$ cat src/rtl/write_back_unit_if.sv
// rtl/write_back_unit_if.sv - write-back stage bus: retire handshake, memory response, regfile port (optional forwarding under WB_FWD_EN)
interface write_back_unit_if #(
    parameter int DATA_W     = 32,
    parameter int REG_ADDR_W = 5,
    parameter int OFF_W      = 2
);
    logic                  in_valid;
    logic                  in_ready;
    logic                  in_wen;
    logic                  in_is_load;
    logic [REG_ADDR_W-1:0] in_rd;
    logic [DATA_W-1:0]     in_alu;
    logic [OFF_W-1:0]      in_off;
    logic [1:0]            in_size;
    logic                  in_unsigned;
    logic                  mem_rvalid;
    logic [DATA_W-1:0]     mem_rdata;
    logic                  write_en;
    logic [REG_ADDR_W-1:0] write_reg;
    logic [DATA_W-1:0]     write_data;
    logic                  busy;
`ifdef WB_FWD_EN
    logic                  fwd_valid;
    logic [REG_ADDR_W-1:0] fwd_reg;
    logic [DATA_W-1:0]     fwd_data;
    logic                  fwd_pend;
    logic [REG_ADDR_W-1:0] fwd_pend_reg;
`endif

`ifdef WB_FWD_EN
    modport slave (
        input  in_valid, in_wen, in_is_load, in_rd, in_alu, in_off, in_size, in_unsigned,
        input  mem_rvalid, mem_rdata,
        output in_ready, write_en, write_reg, write_data, busy,
        output fwd_valid, fwd_reg, fwd_data, fwd_pend, fwd_pend_reg
    );
    modport master (
        output in_valid, in_wen, in_is_load, in_rd, in_alu, in_off, in_size, in_unsigned,
        output mem_rvalid, mem_rdata,
        input  in_ready, write_en, write_reg, write_data, busy,
        input  fwd_valid, fwd_reg, fwd_data, fwd_pend, fwd_pend_reg
    );
`else
    modport slave (
        input  in_valid, in_wen, in_is_load, in_rd, in_alu, in_off, in_size, in_unsigned,
        input  mem_rvalid, mem_rdata,
        output in_ready, write_en, write_reg, write_data, busy
    );
    modport master (
        output in_valid, in_wen, in_is_load, in_rd, in_alu, in_off, in_size, in_unsigned,
        output mem_rvalid, mem_rdata,
        input  in_ready, write_en, write_reg, write_data, busy
    );
`endif
endinterface

$ cat src/rtl/write_back_unit.sv
// rtl/write_back_unit.sv - registered write-back stage with load alignment/extension; optional forwarding ports under WB_FWD_EN
module write_back_unit #(
    parameter int DATA_W     = 32,
    parameter int REG_ADDR_W = 5,
    parameter int OFF_W      = 2
) (
    input  logic                clk_i,
    input  logic                reset_i,
    write_back_unit_if.slave    bus
);
    typedef enum logic {IDLE, WAIT_MEM} state_t;

    state_t                state_q, state_d;
    logic                  wen_q, wen_d;
    logic [REG_ADDR_W-1:0] rd_q, rd_d;
    logic [OFF_W-1:0]      off_q, off_d;
    logic [1:0]            size_q, size_d;
    logic                  uns_q, uns_d;
    logic                  write_en_q, write_en_d;
    logic [REG_ADDR_W-1:0] write_reg_q, write_reg_d;
    logic [DATA_W-1:0]     write_data_q, write_data_d;

    logic [7:0]            lane_b;
    logic [15:0]           lane_h;
    logic [DATA_W-1:0]     load_ext;

    // Lane pick and extension; memory data is big-endian, so lane 0 sits in the top bits
    always_comb begin
        lane_b = 8'h00;
        lane_h = 16'h0000;
        for (int k = 0; k < DATA_W / 8; k++) begin
            if (off_q == OFF_W'(k)) lane_b = bus.mem_rdata[DATA_W-1-8*k -: 8];
        end
        for (int k = 0; k < DATA_W / 16; k++) begin
            if (off_q[OFF_W-1:1] == (OFF_W-1)'(k)) lane_h = bus.mem_rdata[DATA_W-1-16*k -: 16];
        end
        case (size_q)
            2'b00:   load_ext = uns_q ? {{(DATA_W-8){1'b0}}, lane_b}
                                      : {{(DATA_W-8){lane_b[7]}}, lane_b};
            2'b01:   load_ext = uns_q ? {{(DATA_W-16){1'b0}}, lane_h}
                                      : {{(DATA_W-16){lane_h[15]}}, lane_h};
            default: load_ext = bus.mem_rdata;
        endcase
    end

    // Next-state: ALU results retire straight through, loads park in WAIT_MEM until the response
    always_comb begin
        state_d      = state_q;
        wen_d        = wen_q;
        rd_d         = rd_q;
        off_d        = off_q;
        size_d       = size_q;
        uns_d        = uns_q;
        write_en_d   = 1'b0;
        write_reg_d  = write_reg_q;
        write_data_d = write_data_q;
        case (state_q)
            IDLE: begin
                if (bus.in_valid) begin
                    if (!bus.in_is_load) begin
                        write_en_d = bus.in_wen;
                        if (bus.in_wen) begin
                            write_reg_d  = bus.in_rd;
                            write_data_d = bus.in_alu;
                        end
                    end else begin
                        wen_d   = bus.in_wen;
                        rd_d    = bus.in_rd;
                        off_d   = bus.in_off;
                        size_d  = bus.in_size;
                        uns_d   = bus.in_unsigned;
                        state_d = WAIT_MEM;
                    end
                end
            end
            WAIT_MEM: begin
                if (bus.mem_rvalid) begin
                    write_en_d = wen_q;
                    if (wen_q) begin
                        write_reg_d  = rd_q;
                        write_data_d = load_ext;
                    end
                    state_d = IDLE;
                end
            end
            default: state_d = IDLE;
        endcase
    end

    // State and output registers; reset drops any outstanding load
    always_ff @(posedge clk_i or posedge reset_i) begin
        if (reset_i) begin
            state_q      <= IDLE;
            wen_q        <= 1'b0;
            rd_q         <= '0;
            off_q        <= '0;
            size_q       <= 2'b00;
            uns_q        <= 1'b0;
            write_en_q   <= 1'b0;
            write_reg_q  <= '0;
            write_data_q <= '0;
        end else begin
            state_q      <= state_d;
            wen_q        <= wen_d;
            rd_q         <= rd_d;
            off_q        <= off_d;
            size_q       <= size_d;
            uns_q        <= uns_d;
            write_en_q   <= write_en_d;
            write_reg_q  <= write_reg_d;
            write_data_q <= write_data_d;
        end
    end

    assign bus.in_ready   = (state_q == IDLE);
    assign bus.busy       = (state_q == WAIT_MEM);
    assign bus.write_en   = write_en_q;
    assign bus.write_reg  = write_reg_q;
    assign bus.write_data = write_data_q;

`ifdef WB_FWD_EN
    assign bus.fwd_valid    = write_en_q;
    assign bus.fwd_reg      = write_reg_q;
    assign bus.fwd_data     = write_data_q;
    assign bus.fwd_pend     = (state_q == WAIT_MEM);
    assign bus.fwd_pend_reg = (state_q == WAIT_MEM) ? rd_q : '0;
`endif
endmodule
$ cat src/flat_wrapper.sv
// flat-port wrapper written by rule: the top's interface ports become plain ports
module write_back_unit_flat 
#(
    parameter int DATA_W     = 32,
    parameter int REG_ADDR_W = 5,
    parameter int OFF_W      = 2
)
  (clk_i, reset_i, bus_in_valid, bus_in_wen, bus_in_is_load, bus_in_rd, bus_in_alu, bus_in_off, bus_in_size, bus_in_unsigned, bus_mem_rvalid, bus_mem_rdata, bus_in_ready, bus_write_en, bus_write_reg, bus_write_data, bus_busy);
  write_back_unit_if #(.DATA_W(DATA_W), .REG_ADDR_W(REG_ADDR_W), .OFF_W(OFF_W)) bus_i ();
  input  logic clk_i;
  input  logic reset_i;
  input wire logic [$bits(bus_i.in_valid)-1:0] bus_in_valid;
  input wire logic [$bits(bus_i.in_wen)-1:0] bus_in_wen;
  input wire logic [$bits(bus_i.in_is_load)-1:0] bus_in_is_load;
  input wire logic [$bits(bus_i.in_rd)-1:0] bus_in_rd;
  input wire logic [$bits(bus_i.in_alu)-1:0] bus_in_alu;
  input wire logic [$bits(bus_i.in_off)-1:0] bus_in_off;
  input wire logic [$bits(bus_i.in_size)-1:0] bus_in_size;
  input wire logic [$bits(bus_i.in_unsigned)-1:0] bus_in_unsigned;
  input wire logic [$bits(bus_i.mem_rvalid)-1:0] bus_mem_rvalid;
  input wire logic [$bits(bus_i.mem_rdata)-1:0] bus_mem_rdata;
  output wire logic [$bits(bus_i.in_ready)-1:0] bus_in_ready;
  output wire logic [$bits(bus_i.write_en)-1:0] bus_write_en;
  output wire logic [$bits(bus_i.write_reg)-1:0] bus_write_reg;
  output wire logic [$bits(bus_i.write_data)-1:0] bus_write_data;
  output wire logic [$bits(bus_i.busy)-1:0] bus_busy;
  assign bus_i.in_valid = bus_in_valid;
  assign bus_i.in_wen = bus_in_wen;
  assign bus_i.in_is_load = bus_in_is_load;
  assign bus_i.in_rd = bus_in_rd;
  assign bus_i.in_alu = bus_in_alu;
  assign bus_i.in_off = bus_in_off;
  assign bus_i.in_size = bus_in_size;
  assign bus_i.in_unsigned = bus_in_unsigned;
  assign bus_i.mem_rvalid = bus_mem_rvalid;
  assign bus_i.mem_rdata = bus_mem_rdata;
  assign bus_in_ready = bus_i.in_ready;
  assign bus_write_en = bus_i.write_en;
  assign bus_write_reg = bus_i.write_reg;
  assign bus_write_data = bus_i.write_data;
  assign bus_busy = bus_i.busy;
  write_back_unit #(.DATA_W(DATA_W), .REG_ADDR_W(REG_ADDR_W), .OFF_W(OFF_W)) u_core (.clk_i(clk_i), .reset_i(reset_i), .bus(bus_i));
endmodule
$ cat config.mk
export PLATFORM = sky130hd
export DESIGN_NAME = write_back_unit_flat
export DESIGN_NICKNAME = d
export VERILOG_FILES = /design/src/rtl/write_back_unit_if.sv /design/src/rtl/write_back_unit.sv /design/src/flat_wrapper.sv
export SDC_FILE = /design/constraint.sdc
export NUM_CORES = 1
export LEC_CHECK = 0
export ABC_AREA = 1
export BUFFER_PORTS_ARGS = -buffer_cell sky130_fd_sc_hd__clkbuf_2
export CORE_ASPECT_RATIO = 0.9
export CORE_UTILIZATION = 53
export DETAILED_ROUTE_END_ITERATION = 8
export HOLD_SLACK_MARGIN = 0.03
export PLACE_DENSITY = 0.86
export SYNTH_ARGS = -nofsm -noshare
export SYNTH_HDL_FRONTEND = slang
export SYNTH_SLANG_ARGS = --single-unit
$ cat constraint.sdc
create_clock -name clk_i -period 3 [get_ports clk_i]
set_clock_uncertainty 0.2 [all_clocks]
set_input_delay 0.3 -clock clk_i [delete_from_list [all_inputs] [get_ports clk_i]]
set_output_delay 0.3 -clock clk_i [all_outputs]
set_load 0.05 [all_outputs]
==> impl_metrics.json <==
{
  "maxCapViolCount": 0,
  "grt_first_pass_wirelength_um": 12900,
  "path_max_fanout": 49,
  "synthTopCellsByArea": "dfrtp_1, nand2_1, a21oi_1",
  "slowest_delay_ns": 0.68,
  "grtUsageTotal": 0.274,
  "postCtsHoldBufs": 1,
  "top_layer": "met4",
  "layout_common_cells": "clkbuf_2, nand2_1, a21oi_1",
  "largest_reg_flops": 32,
  "status": "complete, no violations",
  "max_slew.worst_pin.slew_ns": 1.04,
  "syn-num-nets": 496,
  "via_per_inst": 5.29,
  "drc_errors": 0,
  "power.density_nw_per_um2": 797,
  "seq_area_um2": 1250,
  "maxSlewViolCount": 0,
  "synth-async-reset-ratio": 1.00,
  "synth-main-ff-cell": "dfrtp_1",
  "route.met3.wl_um": 649,
  "yosys.cell_types.count": 27,
  "drtIter0Drc": 236,
  "rsz0062_at_grt": "false",
  "cts_resized": 0,
  "met1_length_um": 3520,
  "synth_cells": 416,
  "dieHeight_um": 74.7,
  "cts_tree": "built",
  "ir_drop_uv": 485,
  "ant_nets": 0,
  "nets": 599,
  "drt_pass1_iterations": 6,
  "synth_edf_count": 0,
  "startpoint_type": "input port",
  "relSlewSlack": 0.309,
  "totalWireLength_um": 8060,
  "clkSinkCount": 50,
  "die_area_um2": 6180,
  "setup_tns_ns": 0,
  "fin_crit_ns": 2.27,
  "io_pins": 120,
  "die_w_um": 82.8,
  "cpLargestDelayFamily": "buffers and inverters",
  "dp_hpwl_um": 5850,
  "min_path_type": "in2async",
  "fin_crit_sh": 0.757,
  "hold_viol_final": 0,
  "syn_area_um2": 3110,
  "fillers": 498,
  "clock_latency_ns": 0.31,
  "cts_buffers": 5,
  "critPathBufInv": 3,
  "layout_commonest_cell": "clkbuf_2",
  "grt_max_degree": 55,
  "hold_slack_ns": 0.0183,
  "post_cts_buffers": 0,
  "ys.warnings.count": 0,
  "vias": 3124,
  "overflow": 0,
  "h-tree-depth": 2,
  "synth_top_area_frac": 0.402,
  "syn2layout_area_growth_pct": 18.6,
  "critPathArrivalTime_ns": 2.28,
  "diodes": 0,
  "route.met2.wl_um": 3760,
  "worstPathRequired_ns": 3.01,
  "start_util": 0.550,
  "antenna_found_initial": 0,
  "wl_per_cell_um": 13.7,
  "ys_seq_elements": 50,
  "worstSetupPathType": "in2reg",
  "cp_cell_sequence": "dlygate4sd3_1 > clkbuf_2 > nand3_1 > nand2_2 > inv_2 > nor2_1 > nand2_1 > nand2_1",
  "io_buffers": 119,
  "layout-drive-gt1-share": 0.319,
  "core.rowCount": 26,
  "p_leak_uw": 0.00194,
  "ys_seq_area_frac": 0.402,
  "yosysTopAreaCell": "dfrtp_1",
  "crit_slowest_cell": "inv_2",
  "cts-root-buf": "clkbuf_8",
  "gp_congestion": 0.833,
  "worstSetupEndpointType": "register",
  "path_clk_slew_ns": 0.10,
  "syn_avg_cell_area_um2": 7.48,
  "fp.coreArea_um2": 5660,
  "setup-violations-final": 0,
  "cp_common_cell": "nand2_1",
  "grt_pass1_vias": 2829,
  "multi_input_area_um2": 1530,
  "fmax_mhz": 440,
  "clock_path_buffers": 2
}
logic make-up (layout without fill, tap and decap cells):
kind of cell,count (synthesis),count (layout),share of synthesized area
buffers and inverters,53,157,0.106
multiplexers,5,5,0.0181
flip-flops,50,50,0.402
AND/OR/NAND/NOR,211,211,0.303
AO/OA/AOI/OAI,97,97,0.171
Yosys cell counts, types with 4 or more instances:
cell and n:
a21oi_1 70, a21oi_2 4, a31oi_1 5, buf_2 4, buf_6 7, clkbuf_1 7, clkbuf_8 4, dfrtp_1 50
inv_1 23, mux2_2 5, nand2_1 111, nand2_2 4, nand3_1 18, nand3_2 12, nor2_1 61, o211ai_1 7
o21ai_0 9
final timing paths:
kind	startpoint	to	slack, ns	depth (start not counted)
min in group clk_i	bus_in_rd[1]	u_core.bus.write_reg[1]$_DFFE_PP0P_	0.03	3
max reg2reg	u_core.off_q[1]$_DFFE_PP0P_	u_core.bus.write_data[8]$_DFFE_PP0P_	0.74	7
min reg2reg	u_core.bus.write_data[23]$_DFFE_PP0P_	u_core.bus.write_data[23]$_DFFE_PP0P_	0.30	2
max in group asynchronous	reset_i	u_core.bus.write_data[15]$_DFFE_PP0P_	1.94	2
min	reset_i	u_core.bus.write_reg[2]$_DFFE_PP0P_	0.02	2
max	bus_mem_rvalid	u_core.bus.write_data[16]$_DFFE_PP0P_	0.73	8
area by class of cell:
cell class | instances | share of cell area
multi-input combinational | 313 | 0.415
sequential | 50 | 0.339
timing repair buffer | 123 | 0.170
inverter | 26 | 0.0278
tap | 70 | 0.0237
clock buffer | 5 | 0.0186
clock inverter | 3 | 0.00576
report_power, final:
part | total, uW | switching (uW) | internal [uW]
sequential | 1050 | 164 | 885
clock | 409 | 245 | 165
combinational | 1480 | 1110 | 372
routing by layer:
metal  vias to the layer above  GRT usage
met3                        13     0.0388
met5                         -          0
met4                         0     0.0881
li1                       1555          -
met2                       155      0.449
met1                      1401      0.377
metrics by stage:
stage / setup slack (ns) / util / instances / cell area (um^2) / total power [uW]
floorplan: 0.909 / - / 416 / 3110 / 2210
global placement: 0.847 / 0.634 / 581 / 3590 / 2510
detailed placement: 0.781 / 0.634 / 581 / 3590 / 2540
CTS: 0.743 / 0.652 / 590 / 3690 / 2940
global route: 0.468 / 0.652 / 590 / 3690 / 3120
finish: 0.728 / 0.652 / 590 / 3690 / 2940
No activity file was read; power rests on OpenSTA's default activity.
